### config.mk
export PLATFORM = sky130hd
export DESIGN_NAME = mem_window_reader_flat
export DESIGN_NICKNAME = d
export VERILOG_FILES = /design/src/rtl/mem_window_reader_if.sv /design/src/rtl/mem_window_reader.sv /design/src/flat_wrapper.sv
export SDC_FILE = /design/constraint.sdc
export NUM_CORES = 1
export LEC_CHECK = 0
export BUFFER_PORTS_ARGS = -buffer_cell sky130_fd_sc_hd__buf_2
export CAP_MARGIN = 20
export CELL_PAD_IN_SITES_DETAIL_PLACEMENT = 1
export CELL_PAD_IN_SITES_GLOBAL_PLACEMENT = 2
export CORE_MARGIN = 5
export CORE_UTILIZATION = 29
export CTS_CLUSTER_SIZE = 10
export DETAILED_ROUTE_END_ITERATION = 16
export PLACE_DENSITY = 0.85
export SETUP_SLACK_MARGIN = 0.4
export SYNTH_ARGS = -nofsm -noshare
export SYNTH_HDL_FRONTEND = slang
export SYNTH_SLANG_ARGS = --single-unit
### constraint.sdc
create_clock -name clk -period 5.42 [get_ports clk]
set_clock_uncertainty 0.2 [all_clocks]
set_input_delay 0.271 -clock clk [delete_from_list [all_inputs] [get_ports clk]]
set_output_delay 0.271 -clock clk [all_outputs]
set_load 0.005 [all_outputs]
### src/rtl/mem_window_reader_if.sv
// Bundled handshake and memory bus for mem_window_reader.
// master = the reader block, slave = memory/downstream/result side.
interface mem_window_reader_if #(
    parameter int ADDR_W = 7,
    parameter int DATA_W = 32
);
    logic              start;
    logic [ADDR_W-1:0] base;
    logic [ADDR_W-1:0] stride;
    logic [1:0]        ksize;
    logic              busy;
    logic [ADDR_W-1:0] mem_index;
    logic              mem_write;
    logic [DATA_W-1:0] mem_write_data;
    logic              mem_write_all;
    logic [DATA_W-1:0] mem_rdata;
    logic              win_valid;
    logic [DATA_W-1:0] win_data;
    logic              win_last;
    logic              win_ready;
    logic              res_valid;
    logic [DATA_W-1:0] res_data;
    logic [ADDR_W-1:0] res_addr;
    logic              res_ready;
    logic              done;

    modport master (
        input  start, base, stride, ksize, mem_rdata, win_ready,
               res_valid, res_data, res_addr,
        output busy, mem_index, mem_write, mem_write_data, mem_write_all,
               win_valid, win_data, win_last, res_ready, done
    );

    modport slave (
        output start, base, stride, ksize, mem_rdata, win_ready,
               res_valid, res_data, res_addr,
        input  busy, mem_index, mem_write, mem_write_data, mem_write_all,
               win_valid, win_data, win_last, res_ready, done
    );
endinterface

### src/rtl/mem_window_reader.sv
// Streams a KxK memory window, then writes back one result word.
// Optional feature: define MEM_DUMP_EN to pulse mem_write_all in the DONE cycle.
module mem_window_reader #(
    parameter int ADDR_W = 7,
    parameter int DATA_W = 32
) (
    input logic                 clk,
    input logic                 rst_n,
    mem_window_reader_if.master bus
);
    typedef enum logic [2:0] {
        S_IDLE,
        S_READ,
        S_WAIT_RES,
        S_WRITE,
        S_DONE
    } state_e;

    state_e            state_q, state_d;
    logic [1:0]        k_q, k_d;
    logic [1:0]        row_q, row_d;
    logic [1:0]        col_q, col_d;
    logic [ADDR_W-1:0] stride_q, stride_d;
    logic [ADDR_W-1:0] row_base_q, row_base_d;
    logic [ADDR_W-1:0] res_addr_q, res_addr_d;
    logic [DATA_W-1:0] res_data_q, res_data_d;

    logic col_end;
    logic win_end;

    assign col_end = (col_q == k_q - 2'd1);
    assign win_end = col_end && (row_q == k_q - 2'd1);

    always_ff @(posedge clk or negedge rst_n) begin
        if (!rst_n) begin
            state_q    <= S_IDLE;
            k_q        <= '0;
            row_q      <= '0;
            col_q      <= '0;
            stride_q   <= '0;
            row_base_q <= '0;
            res_addr_q <= '0;
            res_data_q <= '0;
        end else begin
            state_q    <= state_d;
            k_q        <= k_d;
            row_q      <= row_d;
            col_q      <= col_d;
            stride_q   <= stride_d;
            row_base_q <= row_base_d;
            res_addr_q <= res_addr_d;
            res_data_q <= res_data_d;
        end
    end

    always_comb begin
        state_d    = state_q;
        k_d        = k_q;
        row_d      = row_q;
        col_d      = col_q;
        stride_d   = stride_q;
        row_base_d = row_base_q;
        res_addr_d = res_addr_q;
        res_data_d = res_data_q;
        case (state_q)
            S_IDLE: begin
                if (bus.start) begin
                    k_d        = (bus.ksize == 2'd0) ? 2'd1 : bus.ksize;
                    stride_d   = bus.stride;
                    row_base_d = bus.base;
                    row_d      = '0;
                    col_d      = '0;
                    state_d    = S_READ;
                end
            end
            S_READ: begin
                if (bus.win_ready) begin
                    // Row address is accumulated so no multiplier is needed.
                    if (col_end) begin
                        col_d      = '0;
                        row_d      = row_q + 2'd1;
                        row_base_d = row_base_q + stride_q;
                    end else begin
                        col_d = col_q + 2'd1;
                    end
                    if (win_end) state_d = S_WAIT_RES;
                end
            end
            S_WAIT_RES: begin
                if (bus.res_valid) begin
                    res_addr_d = bus.res_addr;
                    res_data_d = bus.res_data;
                    state_d    = S_WRITE;
                end
            end
            S_WRITE: state_d = S_DONE;
            S_DONE:  state_d = S_IDLE;
            default: state_d = S_IDLE;
        endcase
    end

    always_comb begin
        bus.mem_index = '0;
        case (state_q)
            S_READ:  bus.mem_index = row_base_q + ADDR_W'(col_q);
            S_WRITE: bus.mem_index = res_addr_q;
            default: bus.mem_index = '0;
        endcase
    end

    always_comb begin
        bus.busy           = (state_q != S_IDLE);
        bus.win_valid      = 1'b0;
        bus.win_last       = 1'b0;
        bus.res_ready      = 1'b0;
        bus.mem_write      = 1'b0;
        bus.mem_write_data = '0;
        bus.done           = 1'b0;
        case (state_q)
            S_READ: begin
                bus.win_valid = 1'b1;
                bus.win_last  = win_end;
            end
            S_WAIT_RES: bus.res_ready = 1'b1;
            S_WRITE: begin
                bus.mem_write      = 1'b1;
                bus.mem_write_data = res_data_q;
            end
            S_DONE:  bus.done = 1'b1;
            default: ;
        endcase
    end

    // Read data passes straight through in READ so the window has no added latency.
    assign bus.win_data = (state_q == S_READ) ? bus.mem_rdata : '0;

`ifdef MEM_DUMP_EN
    assign bus.mem_write_all = (state_q == S_DONE);
`else
    assign bus.mem_write_all = 1'b0;
`endif

endmodule
### src/flat_wrapper.sv
// flat-port wrapper written by rule: the top's interface ports become plain ports
module mem_window_reader_flat 
#(
    parameter int ADDR_W = 7,
    parameter int DATA_W = 32
)
  (clk, rst_n, bus_start, bus_base, bus_stride, bus_ksize, bus_mem_rdata, bus_win_ready, bus_res_valid, bus_res_data, bus_res_addr, bus_busy, bus_mem_index, bus_mem_write, bus_mem_write_data, bus_mem_write_all, bus_win_valid, bus_win_data, bus_win_last, bus_res_ready, bus_done);
  mem_window_reader_if #(.ADDR_W(ADDR_W), .DATA_W(DATA_W)) bus_i ();
  input logic clk;
  input logic rst_n;
  input wire logic [$bits(bus_i.start)-1:0] bus_start;
  input wire logic [$bits(bus_i.base)-1:0] bus_base;
  input wire logic [$bits(bus_i.stride)-1:0] bus_stride;
  input wire logic [$bits(bus_i.ksize)-1:0] bus_ksize;
  input wire logic [$bits(bus_i.mem_rdata)-1:0] bus_mem_rdata;
  input wire logic [$bits(bus_i.win_ready)-1:0] bus_win_ready;
  input wire logic [$bits(bus_i.res_valid)-1:0] bus_res_valid;
  input wire logic [$bits(bus_i.res_data)-1:0] bus_res_data;
  input wire logic [$bits(bus_i.res_addr)-1:0] bus_res_addr;
  output wire logic [$bits(bus_i.busy)-1:0] bus_busy;
  output wire logic [$bits(bus_i.mem_index)-1:0] bus_mem_index;
  output wire logic [$bits(bus_i.mem_write)-1:0] bus_mem_write;
  output wire logic [$bits(bus_i.mem_write_data)-1:0] bus_mem_write_data;
  output wire logic [$bits(bus_i.mem_write_all)-1:0] bus_mem_write_all;
  output wire logic [$bits(bus_i.win_valid)-1:0] bus_win_valid;
  output wire logic [$bits(bus_i.win_data)-1:0] bus_win_data;
  output wire logic [$bits(bus_i.win_last)-1:0] bus_win_last;
  output wire logic [$bits(bus_i.res_ready)-1:0] bus_res_ready;
  output wire logic [$bits(bus_i.done)-1:0] bus_done;
  assign bus_i.start = bus_start;
  assign bus_i.base = bus_base;
  assign bus_i.stride = bus_stride;
  assign bus_i.ksize = bus_ksize;
  assign bus_i.mem_rdata = bus_mem_rdata;
  assign bus_i.win_ready = bus_win_ready;
  assign bus_i.res_valid = bus_res_valid;
  assign bus_i.res_data = bus_res_data;
  assign bus_i.res_addr = bus_res_addr;
  assign bus_busy = bus_i.busy;
  assign bus_mem_index = bus_i.mem_index;
  assign bus_mem_write = bus_i.mem_write;
  assign bus_mem_write_data = bus_i.mem_write_data;
  assign bus_mem_write_all = bus_i.mem_write_all;
  assign bus_win_valid = bus_i.win_valid;
  assign bus_win_data = bus_i.win_data;
  assign bus_win_last = bus_i.win_last;
  assign bus_res_ready = bus_i.res_ready;
  assign bus_done = bus_i.done;
  mem_window_reader #(.ADDR_W(ADDR_W), .DATA_W(DATA_W)) u_core (.clk(clk), .rst_n(rst_n), .bus(bus_i));
endmodule
==> qor.yml, run 1 <==
worst_setup_path:
  cp.arrival_ns: 2.08
  cp_max_fo: 5
  worstSetupEndpointType: "output pin"
  crit_required_ns: 4.95
  critPathKind: "reg -> out"
  crit_path_start_kind: "flip-flop"
cells_and_area:
  antenna_cells: 0
  drive_above_1_share: 0.4451
  fin_nets: 643
  mostFrequentLayoutCells: "168 x buf_2, 64 x and2_1, 62 x dfrtp_1, 51 x dlygate4sd3_1, 48 x mux2_2"
  area_growth_pct: 47.94
  layout_commonest_cell: "buf_2"
yosys:
  avgSynthCellArea_um2: 10.79
  synthCells: 329
  synth_nets: 431
  synth_seq_area_share: 0.4371
  synth_xor_area_frac: 0.02221
  synth_cell_types: 49
  synth_compound_area_frac: 0.07790
  synth_fa_ha_area_frac: 0.03948
  yosys.area_share.simple: 0.2090
  yosys_warnings: 0
  synthArstFlopShare: 1.000
  synth_top_family_by_area: "simple AND/OR/NAND/NOR gates"
  synth_edf_count: 0
  netlist_area_mm2: 0.003550
  synth_seq_cells: 62
  synth_mux_area_frac: 0.1636
  ys.flop_type: "dfrtp_1"
power_and_ir_drop:
  switchingPower_uw: 1011
  power.density_mw_per_mm2: 503.6
  peakVddDrop_uv: 181.3
  internal-power_uw: 1634
  power_frac_comb: 0.493
  leakagePower_uw: 0.002704
  p_sw_frac: 0.3822
  clockPowerShare: 0.211
  p_seq_frac: 0.297
drt:
  first_pass_iters: 4
  drtIter0Drc: 178
  wl_um: 10890
  viasPerCell: 4.557
  drc: 0
  wire_per_inst_um: 15.72
  drtAntennaViolNets: 0
  vias: 3158
run_status:
  status: "completed"
placed_design:
  port_buffers: 168
  pre_cts_ws_ns: 3.082
  place_congestion: 0.8458
  hpwl_um: 7896
grt:
  grt_pass1_wl_um: 17050
  first_global_vias: 3308
  grt_max_degree: 63
  grt_antenna_before_repair: 0
  overflow: 0
  grt_usage: 0.1460
floorplan:
  start_util: 0.2955
  num_rows: 40
  die_area_mm2: 0.01455
  core_area_mm2: 0.01201
  die_x_um: 120.6
  ios: 170
  die_h_um: 120.6
clock_network:
  post_cts_resized: 0
  cts_tree: "done"
  cts_made_buffers: 9
  htree_levels: 3
  cts_sinks: 62
  clock_path_buffers: 2
  post_cts_buffers: 0
  clkTransAtPathRegs_ns: 0.05
  clock_latency_ns: 0.32
  cts-root-buf: "clkbuf_16"
  holdBufCountCts: 50
sta:
  max_freq_mhz: 392.0
  slew_violations: 0
  setup_ws_ns: 2.869
  worst_pin_slew_ns: 0.9210
  setup-violations-final: 0
  tns_ns: 0
  period_needed_ns: 2.551
  hold_violations: 0
  rsz0062_at_grt: "false"
  fin_crit_sh: 0.4707
  slew-limit-headroom: 0.3860
hold_path:
  min_path_type: "in -> reg"
flow_run:
  maxCapViolCount: 0
path summary, 6_finish.rpt:
check	startpoint	slack (ns)	depth (start not counted)	to
min in group asynchronous	rst_n	0.49	3	u_core.res_data_q[9]$_DFFE_PN0P_
max	u_core.col_q[0]$_DFFE_PN0P_	2.87	7	bus_mem_index[6]
max reg2reg	u_core.row_base_q[0]$_DFFE_PN0P_	3.08	7	u_core.row_base_q[6]$_DFFE_PN0P_
min	bus_base[1]	0.06	3	u_core.row_base_q[1]$_DFFE_PN0P_
min reg2reg	u_core.res_data_q[9]$_DFFE_PN0P_	0.30	1	u_core.res_data_q[9]$_DFFE_PN0P_
max in group asynchronous	rst_n	4.01	3	u_core.row_base_q[5]$_DFFE_PN0P_
kinds of logic after synthesis:
kind of cell	Yosys count
mux	52
fa+ha+maj	10
compound gates	40
other cells	1
buf+inv	25
simple gates	130
xor+xnor	9
flops	62
synth_stat cells (3+ instances only):
master | count | area share
inv_1 | 3 | 0.0032
o21ai_0 | 7 | 0.0099
buf_4 | 4 | 0.0085
mux2i_1 | 4 | 0.011
a211oi_1 | 4 | 0.0085
a21oi_1 | 8 | 0.011
buf_2 | 4 | 0.0056
nor2b_1 | 5 | 0.0088
clkbuf_1 | 4 | 0.0042
buf_6 | 6 | 0.019
xnor2_1 | 6 | 0.015
nor3b_1 | 3 | 0.0063
a22o_1 | 3 | 0.0074
dfrtp_1 | 62 | 0.44
nand3_1 | 4 | 0.0056
mux2_2 | 48 | 0.15
a31oi_1 | 4 | 0.0070
ha_1 | 8 | 0.028
a21o_1 | 3 | 0.0063
and2_1 | 65 | 0.11
xor2_1 | 3 | 0.0074
nand2_1 | 17 | 0.018
nor2_1 | 22 | 0.023
power groups by stage:
stage / Clock [µW] / Sequential (µW) / Combinational (µW)
floorplan: 0 / 729 / 965
CTS: 577 / 783 / 1330
global route: 596 / 812 / 1460
finish: 557 / 785 / 1300
global placement: 0 / 777 / 1250
detailed placement: 0 / 791 / 1290
per-layer routing:
metal / GRT usage / routed length (µm) / vias to the layer above
met1: 0.1795 / 4731 / 1531
met5: 0 / 0 / -
met4: 0.04533 / 133 / 0
met2: 0.2595 / 5683 / 70
met3: 0.02572 / 343 / 11
li1: - / - / 1546
metrics by stage:
| stage | instances | total power [µW] | cell area (µm²) | hold slack (ns) | utilization |
|---|---|---|---|---|---|
| 2_1_floorplan | 329 | 1694 | 3550 | -0.2246 | - |
| 3_3_place_gp | 626 | 2026 | 4451 | 0.2733 | 0.3705 |
| 3_5_place_dp | 626 | 2078 | 4451 | 0.2849 | 0.3705 |
| 4_1_cts | 692 | 2687 | 5241 | 0.001893 | 0.4364 |
| 5_1_grt | 693 | 2866 | 5251 | 0.05066 | 0.4372 |
| 6_report | 693 | 2644 | 5251 | 0.05669 | 0.4372 |
registers in the layout, summed over array words and instances, names as in the netlist:
register           cells
u_core.res_data_q     32
u_core.res_addr_q      7
u_core.row_base_q      7
u_core.stride_q        7
u_core.state_q         3
u_core.col_q           2
u_core.k_q             2
u_core.row_q           2
final cells by class:
cell class                 count  area (µm²)
clock buffer                  10       229.0
sequential                    62        1551
clock inverter                 6       61.31
tap                          147       183.9
timing repair buffer         221        1366
fill                        1394        6760
inverter                       5       33.78
multi-input combinational    242        1826
worst max-delay path, cell delays in order (launching register included):
cell	delay, ns
dfrtp_1	0.42
ha_1	0.23
fa_1	0.42
and3_1	0.23
nand3_1	0.10
xor2_1	0.14
o21ai_0	0.08
buf_2	0.14
Power figures use the tool's default switching activity.
==> run 2, diff against run 1 <==
--- a/config.mk
+++ b/config.mk
@@ -10,10 +10,10 @@
 export CELL_PAD_IN_SITES_DETAIL_PLACEMENT = 1
 export CELL_PAD_IN_SITES_GLOBAL_PLACEMENT = 2
 export CORE_MARGIN = 5
-export CORE_UTILIZATION = 29
+export CORE_UTILIZATION = 25
 export CTS_CLUSTER_SIZE = 10
 export DETAILED_ROUTE_END_ITERATION = 16
-export PLACE_DENSITY = 0.85
+export PLACE_DENSITY = 0.77
 export SETUP_SLACK_MARGIN = 0.4
 export SYNTH_ARGS = -nofsm -noshare
 export SYNTH_HDL_FRONTEND = slang
==> constraint.sdc (replaced) <==
create_clock -name clk -period 2.05 [get_ports clk]
set_clock_uncertainty 0.2 [all_clocks]
set_input_delay 0.1025 -clock clk [delete_from_list [all_inputs] [get_ports clk]]
set_output_delay 0.1025 -clock clk [all_outputs]
set_load 0.005 [all_outputs]
==> run 2 against run 1 <==
The flow now finishes with violations (negative setup slack). Die area grew 15%. Hold slack better by 0.027 ns. Cell count increased by 17%. Critical path depth rose by 2. First-iteration DRC count decreased by 11%. Largest cell class is now buffers.
==> qor.yml, run 2 (synthesis results as in run 1) <==
cells_and_area:
  ff_latch_area_mm2: 0.001559  # +0.48%
  largest-register: "u_core.res_data_q"
  fin_nets: 727  # +13%
  drive_above_1_share: 0.6397  # +0.1946
  multi_input_area_mm2: 0.002447  # +34%
  layoutNonFillerInstCount: 811  # +17%
  area_growth_pct: 104.5
  layout_commonest_cell: "buf_2"
  mostFrequentLayoutCells: "131 x buf_2, 69 x buf_6, 57 x dlygate4sd3_1, 56 x dfrtp_1, 48 x mux2_4"
  fin_area_mm2: 0.007261  # +38%
  largest_reg_flops: 32  # unchanged
  fillers: 1441  # +3.4%
placed_design:
  hpwl_um: 8411  # +6.5%
  port_buffers: 168  # unchanged
  pre_cts_ws_ns: -0.09307  # -3.175 ns
  dp.cells: 677  # +8.1%
  place_area_mm2: 0.004837  # +8.7%
  place_congestion: 0.7626  # -9.8%
hold_path:
  min_path_type: "in -> reg"
  min_delay_path_depth: 5  # +2
  hp-start: "bus_res_valid"
power_and_ir_drop:
  leakagePower_uw: 0.003467  # +28%
  peakVddDrop_uv: 545.8  # +200%
  power.density_mw_per_mm2: 1409  # +180%
worst_setup_path:
  regToRegStartpoint: "u_core.row_base_q[0]$_DFFE_PN0P_"
  worstSetupEndpointType: "flip-flop"
  cp.arrival_ns: 2.32  # +0.24 ns
  rr_worst_depth: 9  # +2
  crit_required_ns: 2.07  # -2.88 ns
  crit_path_start_kind: "flip-flop"
  critPathKind: "reg -> reg"
  cp_max_fo: 2  # -3
  startpoint: "u_core.row_base_q[0]$_DFFE_PN0P_"
sta:
  period_needed_ns: 2.307
  slew_violations: 0  # unchanged
  hold_violations: 0  # unchanged
  fin_crit_sh: 1.125
  rsz0062_at_grt: "true"
  slew-limit-headroom: 0.5958  # +0.2098
  max_freq_mhz: 433.5
  setup_ws_ns: -0.2565  # -3.125 ns
  setup-violations-final: 43  # +43
  worst_pin_slew_ns: 0.6063  # -0.3148 ns
drt:
  first_pass_iters: 4  # unchanged
  vias: 3675  # +16%
  viasPerCell: 4.531  # -0.56%
  drtAntennaViolNets: 0  # unchanged
  wire_per_inst_um: 20.06  # +28%
  wl_um: 16270  # +49%
  drtIter0Drc: 158  # -11%
  drc: 0  # unchanged
flow_run:
  maxCapViolCount: 0  # unchanged
grt:
  grt_pass1_wl_um: 21850  # +28%
  grt_antenna_before_repair: 0  # unchanged
  first_global_vias: 3963  # +20%
  grt_usage: 0.1674  # +0.02136
  overflow: 0  # unchanged
  grt_max_degree: 46  # -27%
clock_network:
  cts_sinks: 62  # unchanged
  htree_levels: 3  # unchanged
  clock_path_buffers: 2  # unchanged
  clkTransAtPathRegs_ns: 0.06  # about the same
  clock_latency_ns: 0.33  # about the same
  cts_made_buffers: 9  # unchanged
  cts-root-buf: "clkbuf_16"
  cts_tree: "done"
floorplan:
  die_h_um: 129.2  # +7.1%
  ios: 170  # unchanged
  start_util: 0.2557  # -0.03980
  die_x_um: 129.2  # +7.1%
  die_area_mm2: 0.01668  # +15%
  num_rows: 43  # +7.5%
  core_area_mm2: 0.01388  # +16%
run_status:
  violations: "negative setup slack"
  status: "complete, but fails checks"
==> run 2: final timing paths <==
path                       slack [ns]                                 to
setup reg to reg                -0.26   u_core.row_base_q[4]$_DFFE_PN0P_
max in group asynchronous        0.84        u_core.col_q[1]$_DFFE_PN0P_
hold / removal                   0.08      u_core.state_q[0]$_DFFE_PN0P_
hold reg to reg                  0.31   u_core.res_addr_q[2]$_DFFE_PN0P_
min in group asynchronous        0.14  u_core.res_data_q[21]$_DFFE_PN0P_
setup / recovery                -0.26   u_core.row_base_q[4]$_DFFE_PN0P_
==> run 2: metal layers <==
layer | track usage | vias up | wire, µm
met5 | 0 | - | 0
met4 | 0.05312 | 0 | 494
met3 | 0.01979 | 29 | 524
met2 | 0.3131 | 95 | 8964
met1 | 0.1986 | 1833 | 6282
li1 | - | 1718 | -
==> run 2: worst max-delay path, stage by stage (launching register included) <==
cell and delay, ns:
dfrtp_1 0.44, buf_6 0.15, ha_4 0.16, fa_2 0.43
buf_6 0.15, a21o_1 0.20, a211oi_2 0.18, nor2_1 0.07
a21oi_1 0.13, a21oi_1 0.08
==> run 2: through the flow <==
| stage | setup TNS (ns) | hold slack (ns) | util | power (µW) |
|---|---|---|---|---|
| finish | -1.488 | 0.08375 | 0.5231 | 10230 |
| global route | -7.619 | 0.1263 | 0.5229 | 10800 |
| floorplan | 0 | -0.3931 | - | 4759 |
| CTS | -0.9540 | 0.03422 | 0.4696 | 9082 |
| detailed placement | -0.09307 | -0.06129 | 0.3485 | 6135 |
| global placement | -0.02097 | -0.06679 | 0.3485 | 5965 |
==> run 2: repair_timing <==
action / 4_1_cts / 5_1_grt
setup endpoints to repair: 136 / 138
endpoints found under the hold margin: 81 / 0
buffers inserted: 34 / 12
gates resized for setup: 69 / 124
pin swaps: 25 / 47
cloned: 10 / 4
hold buffers: 57 / 0
==> run 2: final cells by class <==
type | count | area share
flip-flops and latches | 62 | 0.2147
diodes | 1 | 0.0003446
multi-input cells | 243 | 0.3371
inverters | 5 | 0.004653
well taps | 180 | 0.03102
clock buffers | 10 | 0.03154
clock inverters | 6 | 0.008616
repair buffers | 304 | 0.3720
==> run 2: where the power goes <==
part           total [µW]  internal [µW]  switching, µW
clock                1520            936            581
combinational        6580           3710           2870
sequential           2140           1680            453
total               10200           6330           3900
==> run 3, diff against run 2 <==
--- a/config.mk
+++ b/config.mk
@@ -5,12 +5,13 @@
 export SDC_FILE = /design/constraint.sdc
 export NUM_CORES = 1
 export LEC_CHECK = 0
+export ABC_AREA = 1
 export BUFFER_PORTS_ARGS = -buffer_cell sky130_fd_sc_hd__buf_2
 export CAP_MARGIN = 20
 export CELL_PAD_IN_SITES_DETAIL_PLACEMENT = 1
 export CELL_PAD_IN_SITES_GLOBAL_PLACEMENT = 2
 export CORE_MARGIN = 5
-export CORE_UTILIZATION = 25
+export CORE_UTILIZATION = 22
 export CTS_CLUSTER_SIZE = 10
 export DETAILED_ROUTE_END_ITERATION = 16
 export PLACE_DENSITY = 0.77
==> run 3 against run 2 <==
The flow still finishes with violations (negative setup slack). Cell count rose by 23%. Total power rose by 7.1%. Combinational power rose by 9.9%. Count of clock-buffer cells in the layout rose by 1. Critical path type is now reg -> out. Largest cell class is now multi-input gates. Largest power group unchanged.
==> qor.yml, run 3 <==
run_status:
  status: "complete, but fails checks"
  violations: "negative setup slack"
floorplan:
  die_x_um: 136.7  # +5.8%
  die_h_um: 136.7  # +5.8%
  num_rows: 46  # +7.0%
  ios: 170  # unchanged
  start_util: 0.2230  # -0.03272
  die_area_mm2: 0.01868  # +12%
  core_area_mm2: 0.01583  # +14%
worst_setup_path:
  critPathKind: "reg -> out"
  crit_path_start_kind: "flip-flop"
  crit_required_ns: 1.75  # -0.32 ns
  regToRegSetupSlack_ns: 0.08  # +0.34 ns
  cp_max_fo: 3  # +1
  crit_slowest_cell: "dfrtp_1"
  cp.arrival_ns: 1.87  # -0.45 ns
  crit_path_max_incr_delay_ns: 0.42  # -0.02 ns
  rr_worst_depth: 11  # +2
  r2r_end: "u_core.row_base_q[6]$_DFFE_PN0P_"
  startpoint: "u_core.col_q[0]$_DFFE_PN0P_"
  worstPathCellList: "ha_4, fa_2, nand2_2, inv_2, nand2_4, nor2_4, nand3_2, nand2_2, o21ai_2, buf_2"
  endpoint: "bus_mem_index[6]"
  crit_top_cell: "nand2_2"
  regToRegStartpoint: "u_core.row_base_q[0]$_DFFE_PN0P_"
  worstSetupEndpointType: "output pin"
power_and_ir_drop:
  power.density_mw_per_mm2: 1426  # +1.2%
  peakVddDrop_uv: 539.1  # -1.2%
  leakagePower_uw: 0.003832  # +11%
sta:
  fin_hold_ws_ns: 0.01929  # -0.06446 ns
  period_needed_ns: 2.177  # -0.1295 ns
  slew_violations: 0  # unchanged
  tns_ns: -0.3020  # +1.186 ns
  rsz0062_at_grt: "true"
  hold_violations: 0  # unchanged
  setup-violations-final: 4  # -91%
  max_freq_mhz: 459.3  # +5.9%
  setup_ws_ns: -0.1270  # +0.1295 ns
  fin_crit_sh: 1.062  # -0.06318
placed_design:
  place_congestion: 0.7201  # -5.6%
  pre_cts_ws_ns: 0.1322  # +0.2253 ns
  port_buffers: 168  # unchanged
  hpwl_um: 9396  # +12%
grt:
  grt_usage: 0.1810  # +0.01359
  grt_pass1_wl_um: 26210  # +20%
  first_global_vias: 4894  # +23%
  overflow: 0  # unchanged
  grt_max_degree: 63  # +37%
  grt_antenna_before_repair: 2  # +2
cells_and_area:
  mostFrequentLayoutCells: "152 x buf_2, 90 x nor2_4, 77 x inv_1, 74 x nand2_1, 56 x dlygate4sd3_1"
  fin_nets: 880  # +21%
  largest_reg_flops: 32  # unchanged
  area_growth_pct: 117.8
  largest-register: "u_core.res_data_q"
  fillers: 1802  # +25%
  drive_above_1_share: 0.5846  # -0.05507
  layout_commonest_cell: "buf_2"
  fin_util: 0.4857  # -0.03738
clock_network:
  cts_tree: "done"
  clock_path_buffers: 2  # unchanged
  clock_latency_ns: 0.33  # about the same
  cts_made_buffers: 9  # unchanged
  cts-root-buf: "clkbuf_16"
  clkTransAtPathRegs_ns: 0.05  # about the same
  htree_levels: 3  # unchanged
  cts_sinks: 62  # unchanged
yosys:
  ys_top_cells_by_area: "dfrtp_1 44%, nor2_1 12%, nand2_1 11%"
  synth_cell_types: 34  # -31%
  ys.flop_type: "dfrtp_1"
  synthArstFlopShare: 1.000  # unchanged
  netlist.area_leader.share: 0.4396  # +0.002479
  synth_edf_count: 0  # unchanged
  synth_nets: 588  # +36%
  synth_seq_cells: 62  # unchanged
  avgSynthCellArea_um2: 7.263  # -33%
  synth_seq_area_share: 0.4396  # +0.002479
  yosysMostFrequentCell: "nor2_1"
  synthTopCellsByCount: "117 x nor2_1, 99 x nand2_1, 80 x inv_1"
  yosys_warnings: 0  # unchanged
  netlist_area_mm2: 0.003530  # -0.56%
  yosys.area.top_type: "dfrtp_1"
  synthCells: 486  # +48%
drt:
  vias: 4349  # +18%
  viasPerCell: 4.358  # -3.8%
  drc: 0  # unchanged
  drtIter0Drc: 93  # -41%
  first_pass_iters: 4  # unchanged
  wl_um: 17910  # +10%
  drtAntennaViolNets: 0  # unchanged
  wire_per_inst_um: 17.94  # -11%
flow_run:
  maxCapViolCount: 0  # unchanged
hold_path:
  min_delay_path_depth: 4  # -1
  min_path_type: "in -> reg"
==> run 3: cell count changes after synthesis, moves of 10 or more <==
| cell | previous run | this run |
|---|---|---|
| mux2_2 | 48 | 4 |
| and2_1 | 65 | 0 |
| buf_2 | 4 | 14 |
| a21oi_1 | 8 | 36 |
| inv_1 | 3 | 80 |
| nor2_1 | 22 | 117 |
| nand3_1 | 4 | 18 |
| nand2_1 | 17 | 99 |
==> run 3: kinds of logic (layout without fill, tap and decap cells) <==
logic type                 count (synthesis)  after routing  synth area share
xor gates and xnor gates                   6              6           0.01489
AOI/OAI and AO/OA                         50             50           0.07657
buffers and inverters                    102            391            0.1173
adders and majority gates                 10             10           0.03970
other                                      1              3          0.001062
muxes                                      7              7           0.02233
DFF                                       62             62            0.4396
and+or+nand+nor                          248            253            0.2886
==> run 3: worst max-delay path: cells and delay by family (launching register included) <==
family                     cells  cell delay [ns]
DFF                            1             0.42
AOI/OAI and AO/OA              1             0.13
adders and majority gates      2             0.54
and+or+nand+nor                5             0.30
buffers and inverters          2             0.17
==> run 3: layout make-up <==
class / instances / area, µm² / share of cell area
Clock inverter: 2 / 35.03 / 0.004557
Antenna cell: 2 / 5.005 / 0.0006510
Multi-Input combinational cell: 327 / 2753 / 0.3581
Timing Repair inverter: 5 / 66.31 / 0.008626
Tap cell: 216 / 270.3 / 0.03516
Sequential cell: 62 / 1560 / 0.2030
Timing Repair Buffer: 287 / 2376 / 0.3091
Clock buffer: 11 / 242.7 / 0.03158
Inverter: 86 / 379.1 / 0.04932
==> run 3: worst min-delay path by stage <==
stage	slack [ns]	startpoint	to
2_1_floorplan	-0.39	rst_n	u_core.col_q[0]$_DFFE_PN0P_
3_3_place_gp	-0.05	rst_n	u_core.res_data_q[14]$_DFFE_PN0P_
3_5_place_dp	-0.05	rst_n	u_core.res_data_q[14]$_DFFE_PN0P_
4_1_cts	0.03	bus_start	u_core.k_q[1]$_DFFE_PN0P_
5_1_grt	0.03	bus_start	u_core.k_q[1]$_DFFE_PN0P_
6_report	0.02	bus_start	u_core.k_q[1]$_DFFE_PN0P_
==> run 3: through the flow <==
step,power (µW),instance area [µm²],cells
after CTS,10080,7069,986
after global routing,11710,7687,998
after floorplan,4432,3540,486
final,10960,7687,998
after detailed placement,5774,4647,862
after global placement,5638,4647,862
==> run 3: timing repair <==
action                                  in CTS  in global routing
hold endpoints to repair                   117                  0
hold buffers                                56                  0
pin swaps                                   60                 33
setup buffers                               35                  9
gates resized for setup                    254                123
endpoints found under the setup margin     126                137
cloned                                      20                  1
==> run 3: layer usage <==
| metal | up-vias | track usage | share of wire |
|---|---|---|---|
| met3 | 23 | 0.03860 | 0.051 |
| li1 | 2071 | - | - |
| met5 | - | 0 | 0 |
| met4 | 0 | 0.05823 | 0.020 |
| met2 | 139 | 0.3269 | 0.54 |
| met1 | 2116 | 0.2127 | 0.39 |
==> run 3: where the power goes <==
part	switching [µW]	internal (µW)	leakage [µW]
Combinational	3850	3380	0.00299
Sequential	415	1800	0.000703
Clock	554	952	0.000137
Total	4820	6140	0.00383
